**config.mk**
```make
export PLATFORM = sky130hd
export DESIGN_NAME = alu_result_collector
export DESIGN_NICKNAME = d
export VERILOG_FILES = /design/src/rtl/alu_result_collector.sv
export SDC_FILE = /design/constraint.sdc
export NUM_CORES = 1
export LEC_CHECK = 0
export ABC_AREA = 1
export BUFFER_PORTS_ARGS = -buffer_cell sky130_fd_sc_hd__clkbuf_2
export CORE_MARGIN = 2
export CORE_UTILIZATION = 63
export DETAILED_ROUTE_END_ITERATION = 7
export GPL_TIMING_DRIVEN = 0
export PLACE_DENSITY = 0.82
export SLEW_MARGIN = 10
export SYNTH_ARGS = -nofsm -noshare
export SYNTH_HDL_FRONTEND = slang
export SYNTH_SLANG_ARGS = --single-unit
```
**constraint.sdc**
```tcl
create_clock -name soc_clk -period 9.4 [get_ports soc_clk]
set_clock_uncertainty 0.05 [all_clocks]
set_input_delay 1.41 -clock soc_clk [delete_from_list [all_inputs] [get_ports soc_clk]]
set_output_delay 1.41 -clock soc_clk [all_outputs]
set_load 0.01 [all_outputs]
```
**src/rtl/alu_result_collector.sv**
```systemverilog
// alu_result_collector
//   Pairs each ALU result with the oldest in-flight issue tag. Register writes
//   are buffered and retired through a valid/ready writeback port. Branch
//   outcomes are sent to the PC logic as a one-cycle pulse.
//   Optional build macro: ALU_COLLECTOR_OVF_TRAP_EN adds ovf_trap/ovf_rd.
//
// Handshake semantics (both ports):
//   issue: an op is accepted on a rising edge where issue_valid && issue_ready.
//          issue_ready depends only on the current occupancy, so it never
//          depends on issue_valid.
//   wb:    an entry retires on a rising edge where wb_valid && wb_ready.
//          While wb_valid=1, wb_rd/wb_data stay stable until that edge.
//          wb_valid never depends on wb_ready.
module alu_result_collector #(
  parameter int DEPTH = 4
) (
  input  logic                     soc_clk,
  input  logic                     reset,
  input  logic                     issue_valid,
  output logic                     issue_ready,
  input  logic [1:0]               issue_kind,
  input  logic [4:0]               issue_rd,
  input  logic [31:0]              issue_target,
  input  logic [31:0]              ALU_out,
  input  logic                     ALU_ready,
  input  logic                     ALU_con_met,
  input  logic                     ALU_overflow,
  output logic                     wb_valid,
  input  logic                     wb_ready,
  output logic [4:0]               wb_rd,
  output logic [31:0]              wb_data,
  output logic                     br_valid,
  output logic                     br_taken,
  output logic [31:0]              br_target,
  output logic                     err_orphan,
  output logic [$clog2(DEPTH):0]   occupancy
`ifdef ALU_COLLECTOR_OVF_TRAP_EN
  ,
  output logic                     ovf_trap,
  output logic [4:0]               ovf_rd
`endif
);

  localparam int PW = $clog2(DEPTH);
  localparam int CW = PW + 1;

  typedef enum logic [1:0] {
    KIND_REG     = 2'd0,
    KIND_BRANCH  = 2'd1,
    KIND_DISCARD = 2'd2,
    KIND_RSVD    = 2'd3
  } kind_e;

  // Tag queue storage
  logic [1:0]    tag_kind_mem [DEPTH];
  logic [4:0]    tag_rd_mem   [DEPTH];
  logic [31:0]   tag_tgt_mem  [DEPTH];
  logic [PW-1:0] tag_wr_ptr;
  logic [PW-1:0] tag_rd_ptr;
  logic [CW-1:0] tag_cnt;

  // Result queue storage
  logic [4:0]    res_rd_mem   [DEPTH];
  logic [31:0]   res_data_mem [DEPTH];
  logic [PW-1:0] res_wr_ptr;
  logic [PW-1:0] res_rd_ptr;
  logic [CW-1:0] res_cnt;

  logic          issue_push;
  logic          tag_pop;
  logic          res_push;
  logic          wb_pop;
  kind_e         head_kind;
  logic [4:0]    head_rd;
  logic [31:0]   head_tgt;

  // Handshake decode, tag-head lookup and writeback presentation.
  // Occupancy always reserves a result slot for every outstanding tag, so
  // ALU_ready never needs back-pressure.
  always_comb begin
    occupancy   = tag_cnt + res_cnt;
    issue_ready = (occupancy < CW'(DEPTH));
    issue_push  = issue_valid && issue_ready;
    head_kind   = kind_e'(tag_kind_mem[tag_rd_ptr]);
    head_rd     = tag_rd_mem[tag_rd_ptr];
    head_tgt    = tag_tgt_mem[tag_rd_ptr];
    tag_pop     = ALU_ready && (tag_cnt != '0);
    res_push    = tag_pop && (head_kind == KIND_REG) && (head_rd != 5'd0);
    wb_valid    = (res_cnt != '0);
    wb_pop      = wb_valid && wb_ready;
    wb_rd       = wb_valid ? res_rd_mem[res_rd_ptr]   : 5'd0;
    wb_data     = wb_valid ? res_data_mem[res_rd_ptr] : 32'd0;
  end

  // Queue payload writes; contents are only read under a non-zero count.
  always_ff @(posedge soc_clk) begin
    if (issue_push) begin
      tag_kind_mem[tag_wr_ptr] <= issue_kind;
      tag_rd_mem[tag_wr_ptr]   <= issue_rd;
      tag_tgt_mem[tag_wr_ptr]  <= issue_target;
    end
    if (res_push) begin
      res_rd_mem[res_wr_ptr]   <= head_rd;
      res_data_mem[res_wr_ptr] <= ALU_out;
    end
  end

  // Pointers and counts for both queues; pointers wrap modulo DEPTH.
  always_ff @(posedge soc_clk or posedge reset) begin
    if (reset) begin
      tag_wr_ptr <= '0;
      tag_rd_ptr <= '0;
      tag_cnt    <= '0;
      res_wr_ptr <= '0;
      res_rd_ptr <= '0;
      res_cnt    <= '0;
    end else begin
      if (issue_push) tag_wr_ptr <= tag_wr_ptr + 1'b1;
      if (tag_pop)    tag_rd_ptr <= tag_rd_ptr + 1'b1;
      if (res_push)   res_wr_ptr <= res_wr_ptr + 1'b1;
      if (wb_pop)     res_rd_ptr <= res_rd_ptr + 1'b1;
      tag_cnt <= tag_cnt + CW'(issue_push) - CW'(tag_pop);
      res_cnt <= res_cnt + CW'(res_push) - CW'(wb_pop);
    end
  end

  // Branch resolution pulse and the sticky orphan-result flag.
  always_ff @(posedge soc_clk or posedge reset) begin
    if (reset) begin
      br_valid   <= 1'b0;
      br_taken   <= 1'b0;
      br_target  <= 32'd0;
      err_orphan <= 1'b0;
    end else begin
      br_valid <= tag_pop && (head_kind == KIND_BRANCH);
      if (tag_pop && (head_kind == KIND_BRANCH)) begin
        br_taken  <= ALU_con_met;
        br_target <= head_tgt;
      end
      if (ALU_ready && (tag_cnt == '0)) err_orphan <= 1'b1;
    end
  end

`ifdef ALU_COLLECTOR_OVF_TRAP_EN
  // Overflow trap pulse for register-write ops; the result still retires.
  always_ff @(posedge soc_clk or posedge reset) begin
    if (reset) begin
      ovf_trap <= 1'b0;
      ovf_rd   <= 5'd0;
    end else begin
      ovf_trap <= tag_pop && (head_kind == KIND_REG) && ALU_overflow;
      if (tag_pop && (head_kind == KIND_REG) && ALU_overflow) ovf_rd <= head_rd;
    end
  end
`else
  logic unused_ovf;
  assign unused_ovf = ALU_overflow;
`endif

endmodule

```
==> summary.txt <==
Hold Vio Cnt, Final -> 0
first drt pass iteration count -> 7
Hold WC Path Type -> reg -> reg
root buf cell -> clkbuf_16
number of DRC markers in iteration 0 -> 758
die width -> 152 µm
Main synth FF type -> edfxtp_1
status -> completed
Clock Latency Late Sink -> 520 ps
Max FO, Critical Path -> 10
Vias -> 9,110
number of synthesized flops with an enable pin -> 304
Final Cycle Share -> 41.4%
die area -> 23,000 µm²
Sequential cell area -> 10,400 µm²
Synth cell types -> 27
vias in the first global route -> 9,119
crit path kind -> reg -> out
area leader, netlist -> edfxtp_1
WL per Instance -> 19.9 µm
# rows -> 53
Hold-fix buffers, CTS -> 0
multi-input combinational cell area -> 2990 µm²
Synth top area share -> 66.5%
CTS tree -> built
CTS H-Tree Depth -> 2
TritonCTS Buffers -> 35
Setup TNS -> 0 ps
routability cong. -> 0.728
Lkg Pwr -> 6.31 nW
antenna violations before repair -> 3
Post-synth ARST share -> 13.9%
Starting Density -> 64.7%
# Post-CTS Setup Buffers -> 0
post-synthesis average cell area -> 12.7 µm²
synth top area cells -> edfxtp_1 67%, dfrtp_1 8.9%, nor2_1 6.2%, o21ai_0 5.0%, nand2_1 3.9%
num ports -> 155
WP data required -> 7940 ps
Antenna Nets Post-Route -> 0
CTS resizes -> 0
Pins Over Slew Limit -> 0
Total Power -> 5.68 mW
Port Buf Inserts -> 153
clk slew on worst S/H paths -> 60 ps
PwrDens -> 347 nW/µm²
global-route wire length before repair -> 48.1 mm
syn_nets -> 1,176
Total Routing Usage GR -> 28.0%
# setup viols final -> 0
DRC -> 0
fin crit period -> 3890 ps
clk buf depth -> 3
Worst slew margin -> 39.6%
nature of the critical path endpoint -> output pin
#FFs+latches synth -> 353
total gr overflow -> 0
Layout Nets -> 1,376
most frequent cells after synthesis -> 304 x edfxtp_1, 227 x nor2_1, 143 x nand2_1, 138 x o21ai_0, 49 x dfrtp_1
core area -> 21,200 µm²
clk sink count -> 353
Layout fillers -> 1,240
hpwl dp -> 19.5 mm
Slew @ Worst Pin -> 903 ps
top-count cell post-synth -> edfxtp_1
FMAX -> 0.257 GHz
share of cells above drive strength 1 -> 19.9%
die height -> 152 µm
register area share after synthesis -> 75.5%
CP arrival -> 2430 ps
drt total wl -> 31.5 mm
area growth from synthesis to layout -> 19.3%
Synth warnings -> 0
Synth Instances -> 1,082
max-cap viol count -> 0
RSZ-0062 raised after global routing -> false
IR drop worst, VDD -> 274 µV
CP Launch Type -> register
largest net degree at the start of global routing -> 27
via/cell ratio -> 5.74
Syn Std Cell Area -> 13,700 µm²
==> cells in the final DEF (no fill, tap or decap), types with 4 or more instances in the layout <==
cell type | netlist | routed
bufinv_16 | 0 | 6
nand2_1 | 143 | 143
clkbuf_1 | 27 | 35
nor2_1 | 227 | 219
dfrtp_1 | 49 | 49
nand3_1 | 15 | 15
edfxtp_1 | 304 | 304
buf_2 | 20 | 20
clkbuf_2 | 0 | 153
ha_1 | 13 | 13
nor2_4 | 0 | 8
inv_1 | 40 | 39
o22ai_1 | 32 | 32
a21oi_1 | 38 | 38
clkinv_2 | 0 | 4
buf_1 | 6 | 6
xnor2_1 | 4 | 4
clkbuf_16 | 0 | 36
buf_12 | 0 | 4
buf_4 | 4 | 4
o21ai_0 | 138 | 138
buf_16 | 0 | 6
clkbuf_8 | 0 | 4
xor2_1 | 5 | 5
==> sequential cells by signal, summed over array words and instances (netlist names), 2 cells and up <==
name and cells:
res_data_mem 128, tag_tgt_mem 128, br_target 32, res_rd_mem 20
tag_rd_mem 20, tag_kind_mem 8, res_cnt 3, tag_cnt 3
res_rd_ptr 2, res_wr_ptr 2, tag_rd_ptr 2, tag_wr_ptr 2
==> area by class of cell <==
cell class	count	area share [%]
plain buffers	59	1.69
well taps	275	2.10
multi-input cells	628	18.3
clock buffers	48	6.02
flip-flops and latches	353	63.3
diodes	2	0.0306
repair buffers	163	6.18
inverters	42	0.963
clock inverters	16	1.50
==> per-stage QoR <==
| step | area (µm²) | hold slack (ps) | cells | worst slack, ps | utilization, % |
|---|---|---|---|---|---|
| 6_report | 16400 | 417 | 1586 | 5510 | 77.1 |
| 5_1_grt | 16400 | 449 | 1585 | 5350 | 77.1 |
| 4_1_cts | 16400 | 423 | 1584 | 5510 | 77.1 |
| 3_5_place_dp | 15100 | 409 | 1520 | 5910 | 71.3 |
| 3_3_place_gp | 14800 | 402 | 1510 | 4050 | 69.9 |
| 2_1_floorplan | 13700 | 442 | 1082 | 5440 | - |
==> critical path, stage by stage, from the launching register on <==
cell,delay (ps)
dfrtp_1,320
clkbuf_1,250
buf_2,300
buf_2,290
nor2_1,80
nor2_1,130
o21ai_0,140
a21oi_1,210
clkbuf_2,190
==> power breakdown <==
group | switching, mW | total (mW) | leakage [nW] | internal (mW)
Sequential | 0.126 | 2.20 | 3.36 | 2.08
Combinational | 1.34 | 2.00 | 2.35 | 0.658
Clock | 0.571 | 1.48 | 0.603 | 0.904
==> final timing paths <==
path                                            from                        end  slack [ps]  cells past startpoint
min in group asynchronous                      reset  br_target[24]$_DFFE_PP0P_         920                      2
hold reg to reg               err_orphan$_DFFE_PP0P_     err_orphan$_DFFE_PP0P_         420                      1
max in group asynchronous                      reset       res_cnt[0]$_DFF_PP0_        7760                      3
setup / recovery           res_rd_ptr[0]$_DFFE_PP0P_                wb_data[29]        5510                      8
setup reg to reg                tag_cnt[0]$_DFF_PP0_       tag_cnt[2]$_DFF_PP0_        6420                     11
hold / removal                err_orphan$_DFFE_PP0P_     err_orphan$_DFFE_PP0P_         420                      1
==> routing by layer <==
| metal | up-vias | GRT usage, % | wire length (µm) |
|---|---|---|---|
| met2 | 450 | 50.2 | 16500 |
| met3 | 71 | 6.68 | 2910 |
| met4 | 2 | 9.26 | 717 |
| met1 | 4401 | 33.6 | 11400 |
| li1 | 4186 | - | - |
| met5 | - | 0 | 13 |
==> kinds of logic (layout without fill, tap and decap cells) <==
group,count (synthesis),after routing,synth area share [%]
AOI/OAI and AO/OA,212,212,8.17
and+or+nand+nor,391,391,11.0
buffers and inverters,101,328,3.16
other,0,2,0
DFF,353,353,75.5
xor gates and xnor gates,9,9,0.575
adders and majority gates,16,16,1.62
(Power assumes the default switching activity.)
